### config.mk
export PLATFORM = sky130hd
export DESIGN_NAME = uart_tx_feeder
export DESIGN_NICKNAME = d
export VERILOG_FILES = /design/src/rtl/uart_tx_feeder.sv
export SDC_FILE = /design/constraint.sdc
export NUM_CORES = 1
export LEC_CHECK = 0
export CAP_MARGIN = 25
export CELL_PAD_IN_SITES_DETAIL_PLACEMENT = 1
export CELL_PAD_IN_SITES_GLOBAL_PLACEMENT = 1
export CORE_ASPECT_RATIO = 1.4
export CORE_MARGIN = 5
export CORE_UTILIZATION = 53
export CTS_CLUSTER_SIZE = 16
export DETAILED_ROUTE_END_ITERATION = 10
export PLACE_DENSITY = 0.89
export SLEW_MARGIN = 25
export SYNTH_ARGS = -nofsm -noshare
export SYNTH_HDL_FRONTEND = slang
export SYNTH_SLANG_ARGS = --single-unit
### constraint.sdc
create_clock -name clk -period 5.36 [get_ports clk]
set_clock_uncertainty 0.1 [all_clocks]
set_input_delay 0.804 -clock clk [delete_from_list [all_inputs] [get_ports clk]]
set_output_delay 0.804 -clock clk [all_outputs]
set_load 0.005 [all_outputs]
### src/rtl/uart_tx_feeder.sv
// rtl/uart_tx_feeder.sv - byte FIFO and write sequencer feeding the UART transmitter
module uart_tx_feeder #(
  parameter int DEPTH     = 16,
  parameter int AW        = 4,
  parameter int BUSY_WAIT = 8
) (
  input  logic          clk,
  input  logic          reset,
  input  logic          enable,
  input  logic          flush,
  input  logic          wr_en,
  input  logic [7:0]    wr_data,
  output logic          full,
  output logic          empty,
  output logic [AW:0]   level,
  output logic          overflow,
  output logic          Tx_WR,
  output logic [7:0]    Tx_DATA,
  input  logic          Tx_BUSY,
  output logic          tx_timeout
);

  localparam int CW = $clog2(BUSY_WAIT + 1);
  localparam logic [AW:0] LVL_FULL = (AW + 1)'(DEPTH);
  localparam logic [CW-1:0] WAIT_LIMIT = CW'(BUSY_WAIT);

  typedef enum logic [1:0] {
    IDLE      = 2'd0,
    ISSUE     = 2'd1,
    WAIT_BUSY = 2'd2,
    WAIT_DONE = 2'd3
  } state_t;

  state_t          state_q, state_d;
  logic [7:0]      mem_q [DEPTH];
  logic [7:0]      mem_d [DEPTH];
  logic [AW-1:0]   wr_ptr_q, wr_ptr_d;
  logic [AW-1:0]   rd_ptr_q, rd_ptr_d;
  logic [AW:0]     level_q, level_d;
  logic            overflow_q, overflow_d;
  logic            tx_timeout_q, tx_timeout_d;
  logic            tx_wr_q, tx_wr_d;
  logic [7:0]      tx_data_q, tx_data_d;
  logic [CW-1:0]   wait_cnt_q, wait_cnt_d;

  logic            pop;
  logic            push;
  logic            fifo_full;

  assign fifo_full = (level_q == LVL_FULL);

  // Next-state for FIFO storage, pointers, sticky flags and the issue sequencer
  always_comb begin
    state_d      = state_q;
    mem_d        = mem_q;
    wr_ptr_d     = wr_ptr_q;
    rd_ptr_d     = rd_ptr_q;
    level_d      = level_q;
    overflow_d   = overflow_q;
    tx_timeout_d = tx_timeout_q;
    tx_wr_d      = 1'b0;
    tx_data_d    = tx_data_q;
    wait_cnt_d   = wait_cnt_q;

    // A pop frees a slot in the same cycle, so a full FIFO still accepts a write then
    pop  = (state_q == IDLE) && enable && (level_q != '0) && !Tx_BUSY && !flush;
    push = wr_en && !flush && (!fifo_full || pop);

    if (wr_en && !flush && fifo_full && !pop) begin
      overflow_d = 1'b1;
    end

    if (push) begin
      mem_d[wr_ptr_q] = wr_data;
      wr_ptr_d        = wr_ptr_q + 1'b1;
    end

    if (pop) begin
      tx_data_d = mem_q[rd_ptr_q];
      rd_ptr_d  = rd_ptr_q + 1'b1;
    end

    case ({push, pop})
      2'b10:   level_d = level_q + 1'b1;
      2'b01:   level_d = level_q - 1'b1;
      default: level_d = level_q;
    endcase

    case (state_q)
      IDLE: begin
        if (pop) begin
          state_d = ISSUE;
          tx_wr_d = 1'b1;
        end
      end
      ISSUE: begin
        wait_cnt_d = '0;
        state_d    = WAIT_BUSY;
      end
      WAIT_BUSY: begin
        if (Tx_BUSY) begin
          state_d = WAIT_DONE;
        end else begin
          wait_cnt_d = wait_cnt_q + 1'b1;
          // Transmitter never acknowledged: drop the byte and move on
          if (wait_cnt_q + 1'b1 == WAIT_LIMIT) begin
            tx_timeout_d = 1'b1;
            state_d      = IDLE;
          end
        end
      end
      WAIT_DONE: begin
        if (!Tx_BUSY) begin
          state_d = IDLE;
        end
      end
      default: state_d = IDLE;
    endcase

    // Flush empties the queue and clears flags but leaves an in-flight byte alone
    if (flush) begin
      wr_ptr_d     = '0;
      rd_ptr_d     = '0;
      level_d      = '0;
      overflow_d   = 1'b0;
      tx_timeout_d = 1'b0;
    end
  end

  // State registers with asynchronous active-low reset
  always_ff @(posedge clk or negedge reset) begin
    if (!reset) begin
      state_q      <= IDLE;
      for (int i = 0; i < DEPTH; i++) begin
        mem_q[i] <= 8'h00;
      end
      wr_ptr_q     <= '0;
      rd_ptr_q     <= '0;
      level_q      <= '0;
      overflow_q   <= 1'b0;
      tx_timeout_q <= 1'b0;
      tx_wr_q      <= 1'b0;
      tx_data_q    <= 8'h00;
      wait_cnt_q   <= '0;
    end else begin
      state_q      <= state_d;
      mem_q        <= mem_d;
      wr_ptr_q     <= wr_ptr_d;
      rd_ptr_q     <= rd_ptr_d;
      level_q      <= level_d;
      overflow_q   <= overflow_d;
      tx_timeout_q <= tx_timeout_d;
      tx_wr_q      <= tx_wr_d;
      tx_data_q    <= tx_data_d;
      wait_cnt_q   <= wait_cnt_d;
    end
  end

  assign full       = fifo_full;
  assign empty      = (level_q == '0);
  assign level      = level_q;
  assign overflow   = overflow_q;
  assign tx_timeout = tx_timeout_q;
  assign Tx_WR      = tx_wr_q;
  assign Tx_DATA    = tx_data_q;

endmodule

==> results of run 1 <==
## logic make-up (layout without fill, tap and decap cells)
family	Yosys count	in the layout
xor gates and xnor gates	6	6
muxes	185	185
AOI/OAI and AO/OA	39	39
adders and majority gates	10	10
buffers and inverters	55	79
DFF	158	158
and+or+nand+nor	73	73
## synth_stat cells (3+ instances only)
cell type | number | area share (%)
sky130_fd_sc_hd__clkbuf_1 | 20 | 0.98
sky130_fd_sc_hd__o221ai_1 | 8 | 0.91
sky130_fd_sc_hd__o21ai_0 | 6 | 0.39
sky130_fd_sc_hd__and3_1 | 12 | 0.98
sky130_fd_sc_hd__mux2_4 | 32 | 6.2
sky130_fd_sc_hd__buf_2 | 5 | 0.33
sky130_fd_sc_hd__buf_6 | 12 | 1.8
sky130_fd_sc_hd__nor3_1 | 3 | 0.20
sky130_fd_sc_hd__inv_1 | 10 | 0.49
sky130_fd_sc_hd__buf_4 | 4 | 0.39
sky130_fd_sc_hd__nor2b_1 | 6 | 0.49
sky130_fd_sc_hd__a21oi_1 | 4 | 0.26
sky130_fd_sc_hd__o211ai_1 | 4 | 0.39
sky130_fd_sc_hd__nand2_1 | 16 | 0.78
sky130_fd_sc_hd__mux2i_1 | 22 | 2.9
sky130_fd_sc_hd__ha_1 | 9 | 1.5
sky130_fd_sc_hd__nand3_1 | 4 | 0.26
sky130_fd_sc_hd__dfrtp_1 | 158 | 51
sky130_fd_sc_hd__a31oi_1 | 3 | 0.24
sky130_fd_sc_hd__mux2_1 | 96 | 14
sky130_fd_sc_hd__and4_1 | 4 | 0.46
sky130_fd_sc_hd__mux2_2 | 3 | 0.44
sky130_fd_sc_hd__nor2_1 | 18 | 0.88
sky130_fd_sc_hd__xor2_1 | 4 | 0.46
sky130_fd_sc_hd__buf_1 | 3 | 0.15
sky130_fd_sc_hd__mux4_2 | 32 | 9.4
## final cells by class
cell class	instances	area [um2]
fill	1316	5730
sequential	158	3960
multi-input combinational	313	3420
clock buffer	18	429
timing repair buffer	36	349
tap	189	236
clock inverter	14	215
inverter	11	41.3
## cells in the final DEF (no fill, tap or decap), types with 8 or more instances in the layout
cell type,Yosys,final
sky130_fd_sc_hd__and3_1,12,12
sky130_fd_sc_hd__mux4_2,32,32
sky130_fd_sc_hd__mux2_4,32,32
sky130_fd_sc_hd__dfrtp_1,158,156
sky130_fd_sc_hd__mux2_1,96,96
sky130_fd_sc_hd__ha_1,9,9
sky130_fd_sc_hd__inv_1,10,10
sky130_fd_sc_hd__clkbuf_16,0,17
sky130_fd_sc_hd__nand2_1,16,16
sky130_fd_sc_hd__mux2i_1,22,22
sky130_fd_sc_hd__nor2_1,18,18
sky130_fd_sc_hd__o221ai_1,8,8
sky130_fd_sc_hd__clkdlybuf4s50_1,0,30
## critical path, stage by stage
cell,delay (ns)
sky130_fd_sc_hd__clkdlybuf4s50_1,0.56
sky130_fd_sc_hd__nor4b_2,0.57
sky130_fd_sc_hd__o211ai_2,0.44
sky130_fd_sc_hd__inv_2,0.18
sky130_fd_sc_hd__nand2_1,0.11
sky130_fd_sc_hd__inv_1,0.14
sky130_fd_sc_hd__ha_1,0.26
sky130_fd_sc_hd__or2_2,0.30
sky130_fd_sc_hd__o21a_1,0.13
sky130_fd_sc_hd__or4_1,0.41
sky130_fd_sc_hd__a31oi_1,0.18
## registers in the layout (all words and copies together), names as in the netlist, 2 cells and up
register and flops:
rd_ptr_q 4, Tx_DATA 8, state_q 2, mem_q 128, wait_cnt_q 4, level 5, wr_ptr_q 4
## through the flow
step	utilization [%]	instances	area (um2)
6_report	60.2	739	8650
5_1_grt	60.2	739	8650
4_1_cts	60.2	739	8650
3_5_place_dp	55.7	707	8010
3_3_place_gp	55.7	707	8010
2_1_floorplan	-	526	7690
## layer usage
metal  routed length, um  global-route usage (%)  vias to the layer above
met5                   0                       0                        -
met4                 822                    11.2                        0
met3                 749                    4.81                       51
met2               10900                    43.7                      124
met1                7660                    29.7                     2494
li1                    -                       -                     1957
## final timing paths
path                       startpoint     endpoint  slack [ns]  cells after the start
setup / recovery              Tx_BUSY     level[4]        1.51                     11
hold / removal                  reset     level[0]        0.18                      1
setup reg to reg             level[1]     level[4]        1.71                     10
hold reg to reg             mem_q[63]    mem_q[63]        0.38                      1
max in group asynchronous       reset  rd_ptr_q[2]        3.81                      2
min in group clk            mem_q[63]    mem_q[63]        0.38                      1
## power by group through the flow
stage | clock (mW) | combinational [mW] | sequential, mW
6_report | 1.34 | 0.521 | 1.46
4_1_cts | 1.35 | 0.527 | 1.46
3_5_place_dp | 0 | 0.514 | 1.47
5_1_grt | 1.41 | 0.562 | 1.48
2_1_floorplan | 0 | 0.345 | 1.42
3_3_place_gp | 0 | 0.475 | 1.46
==> flow_summary.ini, run 1 <==
[power]
share_seq_of_total_power_pct = 44.0
p_clk_share_pct = 40.3
power_switching_uw = 870
switching_share_pct = 26.2
total_power_of_the_final_layout_mw = 3.32
p_leak_nw = 4.09
power.density_nw_per_um2 = 384
vdd_drop_max_v = 0.000221
power.share.combinational_pct = 15.7
cell_internal_pwr_mw = 2.45

[yosys]
most_common_flop_cell_mapped_by_yosys = sky130_fd_sc_hd__dfrtp_1
seq_area_frac_synth_pct = 51.4
synth_xor_area_share_pct = 0.683
ys_warnings = 0
syn_avg_cell_area_um2 = 14.6
number_of_nets_produced_by_synthesis = 550
synth_top_family_by_area = multiplexers
postSynthRegisterBits = 158
synth_compound_gate_area_share_pct = 3.95
post_synth_inst_count = 526
synth.mux.area_fraction_pct = 33.0
synth.cell_area_um2 = 7690
synth_cell_type_count = 48
post_synthesis_share_of_cell_area_spent_on_full_adders_half_adders_and_majority_gates_pct = 1.72
ys_async_sr_fraction_pct = 100
synth_edf_count = 0
synthSimpleGateAreaFrac_pct = 5.17

[sta]
max_slew.worst_pin.slew_ns = 0.795
timing.final.crit_share_pct = 71.7
setup_repair_after_global_routing_missed_its_margin = no
hold_viol_final = 0
setup_viol = 0
maxSlewViolCount = 0
min_period_ns = 3.85
whs_ns = 0.176
achievable-frequency_mhz = 260
finalSetupTns_ns = 0
timing.max_slew.rel_slack_pct = 47.0
worst_setup_slack_after_layout_ns = 1.51

[clocking]
clk_transition_reported_paths_ns = 0.06
clock-root-buffer = sky130_fd_sc_hd__clkbuf_16
cts_inserted_buffers = 17
post_cts.resized_instances = 0
ctsHtreeMaxLevel = 4
clock_sinks = 158
clk_latency_ns = 0.43
cts_post_setup_buffers_inserted = 0
cts_tree = yes
clock_tree.buffer_depth = 2
ctsHoldBuffers = 0

[setup_path]
crit_path_end_kind = register
timing.setup.critical_path_class = in2reg
critical_path_required_ns = 5.61
data_arrival_time_of_the_critical_path_ns = 4.09
start_kind = input port
crit_path_max_fanout = 10

[job]
maxCapViolCount = 0

[final_layout]
drive_above_1_share_pct = 20.9
areaGrowthSynthToFinish_pct = 12.4
antenna_cells = 0
net_count_of_the_finished_layout = 561

[detailed_routing]
routed_via_density = 6.26
dr_total_vias = 4626
drc = 0
post_drt_wl_per_cell_um = 27.2
drt-pass1-iter-count = 4
final_antenna_net_count = 0
drt_first_iter_violations = 306
drt_total_wl_um = 20100

[placed_design]
gp_congestion = 0.842
pre_cts_ws_ns = 1.08
place.port_buffers = 31
place.detailed.hpwl_um = 12800

[global_route]
grt_max_degree = 64
grt_antenna_before_repair = 0
gr-total-overflow = 0
grt_pass1_vias = 5428
track_usage_pct = 25.0
grt_pass1_wl_um = 32700

[floorplanning]
coreArea_um2 = 14400
die_area_um2 = 17100
number_of_top_level_design_ports = 32
row_count = 52
chipWidth_um = 112
die_h_um = 153
initial_utilization_pct = 53.5

[worst_hold_path]
worst_hold_path_type = in2async

[outcome]
outcome = finished clean
Note: power is estimated with default switching activity, not from simulation.
==> run 2: changes to the inputs <==
--- a/config.mk
+++ b/config.mk
@@ -10,10 +10,10 @@
 export CELL_PAD_IN_SITES_GLOBAL_PLACEMENT = 1
 export CORE_ASPECT_RATIO = 1.4
 export CORE_MARGIN = 5
-export CORE_UTILIZATION = 53
+export CORE_UTILIZATION = 51
 export CTS_CLUSTER_SIZE = 16
 export DETAILED_ROUTE_END_ITERATION = 10
-export PLACE_DENSITY = 0.89
+export PLACE_DENSITY = 0.86
 export SLEW_MARGIN = 25
 export SYNTH_ARGS = -nofsm -noshare
 export SYNTH_HDL_FRONTEND = slang
==> constraint.sdc (replaced) <==
create_clock -name clk -period 4 [get_ports clk]
set_clock_uncertainty 0.1 [all_clocks]
set_input_delay 0.6 -clock clk [delete_from_list [all_inputs] [get_ports clk]]
set_output_delay 0.6 -clock clk [all_outputs]
set_load 0.005 [all_outputs]
==> run 2 against run 1 <==
Via count is 0.69% lower. Final area rose by 0.19%. Clock-buffer cell count is 1 higher. First-iteration DRC count fell by 35%. Critical path depth decreased by 6. Final cell count is 0.54% higher. Power grew 33%. Largest cell class unchanged.
==> flow_summary.ini, run 2 (synthesized netlist as in run 1, its figures left out) <==
[global_route]
track_usage_pct = 24.6
grt_antenna_before_repair = 0
grt_max_degree = 96
gr-total-overflow = 0
grt_pass1_vias = 5500
grt_pass1_wl_um = 32700

[setup_path]
start_kind = input port
critical_path.cell_chain = clkdlybuf4s50_1 > or4b_4 > a311oi_4 > and3_1 > mux2_1
timing.critical_path.slowest_cell_delay_ns = 0.67
worst-path-stages = 5
critical_path.slowest_cell = sky130_fd_sc_hd__and3_1
timing.reg2reg.worst_path_depth = 10
end_of_the_critical_path = mem_q[76]
data_arrival_time_of_the_critical_path_ns = 3.49
worst_r2r_end = level[4]
timing.setup.critical_path_class = in2reg
regToRegStartpoint = level[0]
crit_start = Tx_BUSY
reg2reg_slack_ns = 0.71
critical_path_required_ns = 4.19
critPathBufInv = 1
critical_path.top_delay_family = simple AND/OR/NAND/NOR gates
crit_path_max_fanout = 16
crit_path_end_kind = register

[sta]
setup_repair_after_global_routing_missed_its_margin = no
timing.final.crit_share_pct = 82.3
maxSlewViolCount = 0
setup_viol = 0
worst_setup_slack_after_layout_ns = 0.708
finalSetupTns_ns = 0
timing.max_slew.rel_slack_pct = 36.8
hold_viol_final = 0
max_slew.worst_pin.slew_ns = 0.947
min_period_ns = 3.29
achievable-frequency_mhz = 304

[floorplanning]
number_of_top_level_design_ports = 32
row_count = 53
die_area_um2 = 17700
chipWidth_um = 114
die_h_um = 155
coreArea_um2 = 14900
initial_utilization_pct = 51.6

[clocking]
post_cts.resized_instances = 0
clock-root-buffer = sky130_fd_sc_hd__clkbuf_16
ctsHoldBuffers = 0
clk_transition_reported_paths_ns = 0.06
cts_post_setup_buffers_inserted = 0
clk_latency_ns = 0.43
ctsHtreeMaxLevel = 4
clock_tree.buffer_depth = 2
cts_inserted_buffers = 17
cts_tree = yes
clock_sinks = 158

[final_layout]
drive_above_1_share_pct = 21.2
areaGrowthSynthToFinish_pct = 12.6
largest_register = mem_q
layout_commonest_cell = sky130_fd_sc_hd__dfrtp_1
net_count_of_the_finished_layout = 563
mostFrequentLayoutCells = 155 x sky130_fd_sc_hd__dfrtp_1, 96 x sky130_fd_sc_hd__mux2_1, 32 x sky130_fd_sc_hd__mux2_4, 32 x sky130_fd_sc_hd__mux4_2, 30 x sky130_fd_sc_hd__clkdlybuf4s50_1
antenna_cells = 0
max_reg_flops = 128

[power]
power_switching_mw = 1.16
switching_share_pct = 26.4
p_clk_share_pct = 39.6
vdd_drop_max_v = 0.000358
cell_internal_pwr_mw = 3.24
power.density_nw_per_um2 = 508
power.share.combinational_pct = 15.8
p_leak_nw = 4.09
share_seq_of_total_power_pct = 44.6

[placed_design]
gp_congestion = 0.854
place.detailed.hpwl_um = 13200
place.port_buffers = 31
pre_cts_ws_ns = 0.344

[detailed_routing]
drc = 0
drt_first_iter_violations = 200
dr_total_vias = 4594
post_drt_wl_per_cell_um = 27.5
drt-pass1-iter-count = 4
drt_total_wl_um = 20400
routed_via_density = 6.18
final_antenna_net_count = 0

[outcome]
outcome = finished clean

[worst_hold_path]
worst_hold_path_type = in2async

[job]
maxCapViolCount = 0
==> run 2: cell types whose count changed in the layout (fill, tap and decap cells not counted) <==
cell                         before  now
sky130_fd_sc_hd__clkinv_2         3    1
sky130_fd_sc_hd__inv_8            0    1
sky130_fd_sc_hd__buf_4            5    6
sky130_fd_sc_hd__bufinv_16        5    4
sky130_fd_sc_hd__clkbuf_8         0    1
sky130_fd_sc_hd__clkinvlp_4       2    3
sky130_fd_sc_hd__dfrtp_2          2    3
sky130_fd_sc_hd__clkinv_4         2    1
sky130_fd_sc_hd__buf_12           0    1
sky130_fd_sc_hd__dfrtp_1        156  155
==> run 2: cell type report <==
type,count,area (um2)
Fill cell,1381,6250
Tap cell,192,240
Sequential cell,158,3960
Clock buffer,19,443
Inverter,11,41.3
Clock inverter,12,185
Multi-Input combinational cell,313,3420
Timing Repair Buffer,38,377
==> run 2: worst min-delay path by stage <==
stage | from | cells past startpoint | to | slack, ns
global route | reset | 1 | level[0] | 0.21
CTS | reset | 1 | level[0] | 0.19
floorplan | reset | 0 | Tx_DATA[0] | 0.20
global placement | mem_q[94] | 1 | mem_q[94] | 0.36
finish | reset | 1 | level[0] | 0.13
detailed placement | mem_q[8] | 1 | mem_q[8] | 0.37
==> run 2: routing by layer <==
| layer | share of wire, % | GRT usage (%) | up-vias | wire length (um) |
|---|---|---|---|---|
| met5 | 0 | 0 | - | 0 |
| li1 | - | - | 1963 | - |
| met2 | 56 | 44.4 | 100 | 11400 |
| met1 | 39 | 29.0 | 2498 | 7980 |
| met3 | 2.7 | 4.55 | 33 | 550 |
| met4 | 2.3 | 9.28 | 0 | 477 |
==> run 2: power groups by stage <==
stage / Sequential [mW] / Clock [mW] / Combinational (mW)
floorplan: 1.90 / 0 / 0.462
global placement: 1.95 / 0 / 0.647
detailed placement: 1.98 / 0 / 0.691
CTS: 1.96 / 1.76 / 0.705
global route: 1.98 / 1.84 / 0.749
finish: 1.96 / 1.74 / 0.696
==> run 2: stage by stage <==
| step | hold WS, ns | std cells | utilization [%] | instance area, um2 | power (mW) |
|---|---|---|---|---|---|
| 6_report | 0.131 | 743 | 58.1 | 8670 | 4.40 |
| 4_1_cts | 0.188 | 743 | 58.1 | 8670 | 4.43 |
| 3_3_place_gp | 0.362 | 712 | 53.9 | 8040 | 2.60 |
| 2_1_floorplan | 0.204 | 526 | - | 7690 | 2.37 |
| 3_5_place_dp | 0.371 | 712 | 53.9 | 8040 | 2.67 |
| 5_1_grt | 0.211 | 743 | 58.1 | 8670 | 4.57 |
==> run 3: changes to the inputs <==
==> constraint.sdc (replaced) <==
create_clock -name clk -period 3.29 [get_ports clk]
set_clock_uncertainty 0.1 [all_clocks]
set_input_delay 0.4935 -clock clk [delete_from_list [all_inputs] [get_ports clk]]
set_output_delay 0.4935 -clock clk [all_outputs]
set_load 0.005 [all_outputs]
==> run 3 against run 2 <==
Die area stayed put. Critical path type is now reg2reg. Combinational power increased by 27%. Largest power group unchanged. Via count grew 2.2%. Clock-buffer cell count shrank 2.
==> flow_summary.ini, run 3 (synthesized netlist as in run 1, its figures left out) <==
[sta]
max_slew.worst_pin.slew_ns = 0.656
hold_viol_final = 0
achievable-frequency_mhz = 323
setup_repair_after_global_routing_missed_its_margin = no
setup_viol = 0
maxSlewViolCount = 0
timing.max_slew.rel_slack_pct = 56.1
min_period_ns = 3.09
timing.final.crit_share_pct = 94.0
finalSetupTns_ns = 0
worst_setup_slack_after_layout_ns = 0.198

[global_route]
layer_carrying_the_most_global_route_usage = met2
grt.met1_usage_pct = 28.3
track_usage_pct = 24.7
gr-total-overflow = 0
met3_usage_pct = 4.05
grt_pass1_wl_um = 33100
grtUsageMet2_pct = 46.4
grt_max_degree = 71
grt_pass1_vias = 5563
grt_antenna_before_repair = 0

[detailed_routing]
post_drt_wl_per_cell_um = 26.2
final_antenna_net_count = 0
drt_first_iter_violations = 206
drt_total_wl_um = 20200
drt-pass1-iter-count = 4
drc = 0
routed_via_density = 6.09
dr_total_vias = 4697

[floorplanning]
die_h_um = 155
number_of_top_level_design_ports = 32
row_count = 53
chipWidth_um = 114
die_area_um2 = 17700
coreArea_um2 = 14900
initial_utilization_pct = 51.6

[setup_path]
critical_path.slowest_cell = sky130_fd_sc_hd__or4_1
regToRegStartpoint = level[3]
crit_start = level[3]
top_cell_by_count_worst_path = sky130_fd_sc_hd__or4_1
critical_path.cell_chain = or4_1 > o211ai_2 > inv_2 > nand2_1 > inv_1 > ha_1 > or2_2 > o21a_1 > or4_1 > a31oi_1
crit_path_end_kind = register
start_kind = register
end_of_the_critical_path = level[4]
timing.critical_path.slowest_cell_delay_ns = 0.57
critical_path_required_ns = 3.52
reg2reg_slack_ns = 0.20
timing.setup.critical_path_class = reg2reg
timing.reg2reg.worst_path_depth = 10
worst_r2r_end = level[4]
data_arrival_time_of_the_critical_path_ns = 3.33
crit_path_max_fanout = 5

[clocking]
clk_latency_ns = 0.42
ctsHtreeMaxLevel = 4
cts_inserted_buffers = 17
clock_sinks = 158
cts_tree = yes
clk_transition_reported_paths_ns = 0.06
clock-root-buffer = sky130_fd_sc_hd__clkbuf_16
clock_tree.buffer_depth = 2
cts_post_setup_buffers_inserted = 0

[final_layout]
net_count_of_the_finished_layout = 591
layout_commonest_cell = sky130_fd_sc_hd__dfrtp_1
areaGrowthSynthToFinish_pct = 16.6
antenna_cells = 0
largest_register = mem_q
drive_above_1_share_pct = 24.7
max_reg_flops = 128
finalInstanceArea_um2 = 8970
mostFrequentLayoutCells = 157 x sky130_fd_sc_hd__dfrtp_1, 96 x sky130_fd_sc_hd__mux2_1, 32 x sky130_fd_sc_hd__mux2_4, 32 x sky130_fd_sc_hd__mux4_2, 30 x sky130_fd_sc_hd__clkdlybuf4s50_1
final-instance-count-excl-fill = 771

[power]
vdd_drop_max_v = 0.000350
power.density_nw_per_um2 = 574
total_power_of_the_final_layout_mw = 5.15
p_leak_nw = 4.25

[placed_design]
gp_congestion = 0.847
place.port_buffers = 31
pre_cts_ws_ns = 0.00323
dpl_cell_area_um2 = 8400
place.detailed.hpwl_um = 13100
post-place-cells = 739

[worst_hold_path]
worst_hold_path_type = reg2reg

[outcome]
outcome = finished clean

[job]
maxCapViolCount = 0
-- run 3: cell count changes in the layout (fill, tap and decap cells not counted), sizes merged --
cell         change
buf             +27
bufinv           -3
clkbuf           -2
clkinv           +4
dlygate4sd3      +1
inv              +1
-- run 3: layout make-up --
type,count,area [um2]
clock inverters,14,135
fillers,1388,5950
repair buffers,66,752
clock buffers,17,425
multi-input cells,313,3420
inverters,11,41.3
well taps,192,240
flip-flops and latches,158,3960
-- run 3: worst min-delay path by stage --
| stage | end | from | slack, ns | depth (start not counted) |
|---|---|---|---|---|
| 2_1_floorplan | Tx_DATA[0] | reset | 0.1 | 0 |
| 3_3_place_gp | mem_q[18] | mem_q[18] | 0.36 | 1 |
| 3_5_place_dp | mem_q[51] | mem_q[51] | 0.37 | 1 |
| 4_1_cts | mem_q[78] | mem_q[78] | 0.39 | 1 |
| 5_1_grt | mem_q[92] | mem_q[92] | 0.41 | 1 |
| 6_report | mem_q[78] | mem_q[78] | 0.38 | 1 |
-- run 3: critical path, delay by kind of cell (launching register included) --
kind | cells | cell delay [ns]
adder cells (fa/ha/maj) | 1 | 0.31
flip-flops | 1 | 0.42
AO/OA/AOI/OAI | 3 | 0.58
buffers and inverters | 2 | 0.19
AND/OR/NAND/NOR | 4 | 1.40
-- run 3: per-layer routing --
metal | wire length, um | vias up
li1 | - | 2021
met1 | 7650 | 2553
met2 | 11700 | 90
met3 | 458 | 33
met4 | 402 | 0
met5 | 0 | -
-- run 3: what timing repair did --
item                                   in CTS  in global routing
gates resized for setup                     0                  0
hold buffers                                1                  0
endpoints found under the hold margin      52                  0
-- run 3: metrics by stage --
| step | util, % | hold slack, ns |
|---|---|---|
| 2_1_floorplan | - | 0.0979 |
| 3_3_place_gp | 56.3 | 0.362 |
| 3_5_place_dp | 56.3 | 0.374 |
| 4_1_cts | 60.1 | 0.390 |
| 5_1_grt | 60.1 | 0.413 |
| 6_report | 60.1 | 0.383 |
-- run 3: power by group --
group	internal (mW)	leakage, nW	switching [mW]
combinational	0.503	1.84	0.384
sequential	2.17	2.14	0.193
clock	1.05	0.268	0.850
